## src/rtl/updown_mod_counter.sv

```systemverilog
// Parametrised modulo up/down counter with wrap/saturate mode, count enable,
// synchronous clamped parallel load, combinational terminal flag and registered wrap pulse.
module updown_mod_counter #(
  parameter int unsigned WIDTH       = 4,
  parameter int unsigned MODULUS     = 16,
  parameter bit          SATURATE    = 1'b0,
  parameter int unsigned RESET_VALUE = 0
) (
  input  logic             CLOCK,
  input  logic             RESET,
  input  logic             ENABLE,
  input  logic             DIRECTION,
  input  logic             LOAD,
  input  logic [WIDTH-1:0] LOAD_VALUE,
  output logic [WIDTH-1:0] COUNT_OUT,
  output logic             TERMINAL,
  output logic             WRAPPED
);

  // Reject illegal parameter sets at elaboration.
  if (WIDTH < 1 || MODULUS < 2 || 64'(MODULUS) > (64'(1) << WIDTH) ||
      RESET_VALUE >= MODULUS) begin : g_bad_params
    $fatal(1, "updown_mod_counter: illegal parameters WIDTH=%0d MODULUS=%0d RESET_VALUE=%0d",
           WIDTH, MODULUS, RESET_VALUE);
  end

  localparam logic [WIDTH-1:0] MaxCount   = WIDTH'(MODULUS - 1);
  localparam logic [WIDTH-1:0] ResetCount = WIDTH'(RESET_VALUE);

  logic [WIDTH-1:0] count_d, count_q;
  logic             wrapped_d, wrapped_q;
  logic             at_max, at_min;

  assign at_max = (count_q == MaxCount);
  assign at_min = (count_q == '0);

  // Range ends are detected by explicit compare so MODULUS == 2**WIDTH behaves the same.
  always_comb begin
    count_d   = count_q;
    wrapped_d = 1'b0;
    if (LOAD) begin
      count_d = (LOAD_VALUE > MaxCount) ? MaxCount : LOAD_VALUE;
    end else if (ENABLE) begin
      if (DIRECTION) begin
        if (!at_max) begin
          count_d = count_q + WIDTH'(1);
        end else if (!SATURATE) begin
          count_d   = '0;
          wrapped_d = 1'b1;
        end
      end else begin
        if (!at_min) begin
          count_d = count_q - WIDTH'(1);
        end else if (!SATURATE) begin
          count_d   = MaxCount;
          wrapped_d = 1'b1;
        end
      end
    end
  end

  always_ff @(posedge CLOCK) begin
    if (RESET) begin
      count_q   <= ResetCount;
      wrapped_q <= 1'b0;
    end else begin
      count_q   <= count_d;
      wrapped_q <= wrapped_d;
    end
  end

  assign COUNT_OUT = count_q;
  assign WRAPPED   = wrapped_q;
  assign TERMINAL  = DIRECTION ? at_max : at_min;

endmodule
```

## config.mk

```make
export PLATFORM = sky130hd
export DESIGN_NAME = updown_mod_counter
export DESIGN_NICKNAME = d
export VERILOG_FILES = /design/src/rtl/updown_mod_counter.sv
export SDC_FILE = /design/constraint.sdc
export NUM_CORES = 1
export LEC_CHECK = 0
export CORE_AREA = 2 2 39 41
export DETAILED_ROUTE_END_ITERATION = 8
export DIE_AREA = 0 0 41 43
export RECOVER_POWER = 50
export SKIP_LAST_GASP = 1
export SLEW_MARGIN = 15
export SYNTH_ARGS = -nofsm -noshare
export SYNTH_HDL_FRONTEND = slang
export SYNTH_SLANG_ARGS = --single-unit
export TNS_END_PERCENT = 1
```

## constraint.sdc

```tcl
create_clock -name CLOCK -period 1.17 [get_ports CLOCK]
set_input_delay 0.351 -clock CLOCK [delete_from_list [all_inputs] [get_ports CLOCK]]
set_output_delay 0.351 -clock CLOCK [all_outputs]
set_load 0.02 [all_outputs]
```

==> summary.md <==
| Metric | Value |
|---|---|
| Status | finished with violations |
| Violated checks | negative setup slack |
| Clock power share | 33.0% |
| Syn avg cell area | 8.118 um^2 |
| P_leak | 0.3036 nW |
| Clock root buffer | clkbuf_4 |
| Area grow syn2layout | 87.10% |
| WHS Path Cells | 2 |
| Initial drt markers | 5 |
| Top cells by count, synth | a21oi_1 (5), dfxtp_1 (5), inv_1 (3), nor2_1 (3), xnor2_1 (3) |
| TritonCTS clock tree | done |
| PwrDens | 972.2 nW/um^2 |
| Area after DPL | 608.1 um^2 |
| Final setup TNS | -1.896 ns |
| Num CTS Buffers | 3 |
| First-pass GRT wire length | 1566 um |
| Crit path capture type | output port |
| Worst Skew | 0.01204 ns |
| Total clock sinks | 5 |
| Synthesis Warnings | 0 |
| Syn Nets | 54 |
| Headroom to the max-slew limit | 80.76% |
| Most used DFF post-synth | dfxtp_1 |
| GRT Total Usage | 13.67% |
| Htree depth | 1 |
| Syn Inst Count | 43 |
| Postcts setup bufs | 0 |
| Min-delay worst type | reg2reg |
| Peak VDD IR | 0.0005736 V |
| Synth async-reset ratio | 0% |
| Synth cell types | 23 |
| Starting Density | 25.23% |
| Synth area leaders | dfxtp_1 (29%), xnor2_1 (7.5%), a21oi_1 (7.2%) |
| Pins Over Slew Limit | 0 |
| Die width | 41 um |
| Rows | 14 |
| Setup CP Type | reg2out |
| Antenna violations before repair | 0 |
| Die area | 1763 um^2 |
| Avg Vias per Cell | 4.437 |
| Final Cycle Share | 130.9% |
| Sequential area share after synthesis | 28.67% |
| Clk_lat worst skew | 0.25 ns |
| Max-Cap Viols | 0 |
| Antenna cells | 0 |
| #FFs+latches synth | 5 |
| Combinational share of power | 35.7% |
| Clock Tree Buf Depth | 2 |
| Die Y-Extent | 43 um |
| Pin count of the biggest net entering global routing | 10 |
| Number of flops mapped to enable cells by yosys | 0 |
| Final setup vio count | 10 |
| RSZ-0062 raised after global routing | true |
| Mapped cell area | 349.1 um^2 |
| Worst hold slack | 0.6492 ns |
| Vias in the first global route | 364 |
| WL per Instance | 10.39 um |
| Final Total Pwr | 635.0 uW |
| Startpoint class of the critical path | register |
| Final Hold Viols | 0 |
| Dpl hpwl | 713.5 um |
| Core ar. | 1384 um^2 |
| Drt drc | 0 |
| First-pass detailed-route iteration total | 3 |
| Fin crit period | 1.532 ns |
| Clock Pin Slew Worst Setup and Hold Paths | 0.05 ns |
| Net Sw Frac | 30.37% |
| Vias | 386 |
| Worst Tran Pin Value | 0.2876 ns |
| Worst R2R Path Depth | 5 |
| Final GP Congestion | 0.7024 |
| Cell taking the most area after synthesis | dfxtp_1 |
| Filler instances | 140 |
| GRT overflow | 0 |
| Pint | 442.2 uW |
| Yosys top cell area share | 28.67% |
| Worst slack, placed | -0.9960 ns |
| Post-Layout Inst Area | 653.1 um^2 |
| Final wirelength | 904 um |
| Antenna Nets Post-Route | 0 |
| Nets@finish | 83 |
| Worst Path Required | 0.82 ns |
| I/O Pins | 15 |
| Post-route setup slack | -0.3617 ns |
| Sequential power share | 31.3% |
| NetSw | 192.8 uW |
| Largest fanout on the critical path | 3 |
| Port-buffer cells | 14 |
| Layout cells sized above 1 | 35.21% |
| Crit path DAT | 1.18 ns |
| Register-to-register setup slack | -0.23 ns |
| Fmax | 652.9 MHz |
flip-flops by register name, indices dropped and copies added, names as in the netlist:
| name | flops |
|---|---|
| WRAPPED | 1 |
| COUNT_OUT | 4 |
through the flow:
step / util (%) / std cells
6_report: 47.20 / 87
2_1_floorplan: - / 43
3_3_place_gp: 43.94 / 83
5_1_grt: 47.20 / 87
3_5_place_dp: 43.94 / 83
4_1_cts: 47.02 / 87
cell usage in the layout, fill, tap and decap left out:
cell | Yosys | final
buf_4 | 0 | 11
clkdlybuf4s50_1 | 0 | 8
a21oi_1 | 5 | 5
dlygate4sd2_1 | 0 | 4
inv_2 | 2 | 3
xnor2_1 | 3 | 3
nor2_1 | 3 | 3
clkbuf_4 | 0 | 3
dfxtp_2 | 0 | 2
dfxtp_1 | 5 | 2
nand2_1 | 2 | 2
o21ai_0 | 2 | 2
nor2b_1 | 2 | 2
inv_1 | 3 | 2
dfxtp_4 | 0 | 1
nand2b_4 | 0 | 1
nand4_1 | 1 | 1
o31ai_4 | 0 | 1
mux2i_1 | 1 | 1
or4_1 | 1 | 1
a21bo_1 | 1 | 1
o21bai_1 | 1 | 1
a311o_1 | 1 | 1
o31ai_1 | 2 | 1
a31oi_2 | 1 | 1
and3b_1 | 1 | 1
a21boi_0 | 1 | 1
o21a_1 | 1 | 1
ha_4 | 0 | 1
ha_1 | 2 | 1
clkbuf_1 | 1 | 1
dlymetal6s2s_1 | 0 | 1
buf_6 | 0 | 1
critical path: stages, from the launching register on:
cell	delay [ns]
dfxtp_2	0.32
inv_2	0.07
ha_4	0.14
nand2b_4	0.06
o31ai_4	0.19
buf_6	0.15
worst paths after layout:
kind                                     to                      start
setup reg to reg  COUNT_OUT[3]$_SDFFE_PP0P_  COUNT_OUT[2]$_SDFFE_PP0P_
hold / removal           WRAPPED$_SDFF_PP0_  COUNT_OUT[2]$_SDFFE_PP0P_
hold reg to reg          WRAPPED$_SDFF_PP0_  COUNT_OUT[2]$_SDFFE_PP0P_
setup / recovery                   TERMINAL  COUNT_OUT[1]$_SDFFE_PP0P_
cell families after synthesis:
group | Yosys count | synth area share [%]
buf+inv | 6 | 6.451
mux | 1 | 2.867
simple gates | 11 | 17.21
xor+xnor | 3 | 7.528
fa+ha+maj | 2 | 7.167
compound gates | 15 | 30.11
flops | 5 | 28.67
power groups by stage:
stage / logic, mW / clock network [mW] / registers (mW)
3_3_place_gp: 0.218 / 0 / 0.202
2_1_floorplan: 0.0864 / 0 / 0.222
4_1_cts: 0.230 / 0.217 / 0.199
6_report: 0.227 / 0.210 / 0.199
3_5_place_dp: 0.219 / 0 / 0.202
5_1_grt: 0.250 / 0.235 / 0.201
routing by layer:
| layer | wire (um) | track usage, % | part of all wire [%] |
|---|---|---|---|
| met3 | 90 | 9.424 | 10 |
| met2 | 459 | 20.94 | 51 |
| met4 | 0 | 4.000 | 0 |
| met5 | 0 | 0 | 0 |
| met1 | 354 | 14.52 | 39 |
timing repair:
action,CTS,global route
endpoints found under the setup margin,10,11
pin swaps,2,1
resized for setup,14,1
hold buffers,0,0
layout make-up:
type                       count  area, um^2  share of cell area (%)
multi-input combinational     32       260.3                   39.85
timing repair buffer          25       221.5                   33.91
sequential                     5       106.4                   16.28
clock buffer                   4       26.28                   4.023
tap                           16       20.02                   3.065
inverter                       5       18.77                   2.874
Power figures use the tool's default switching activity.
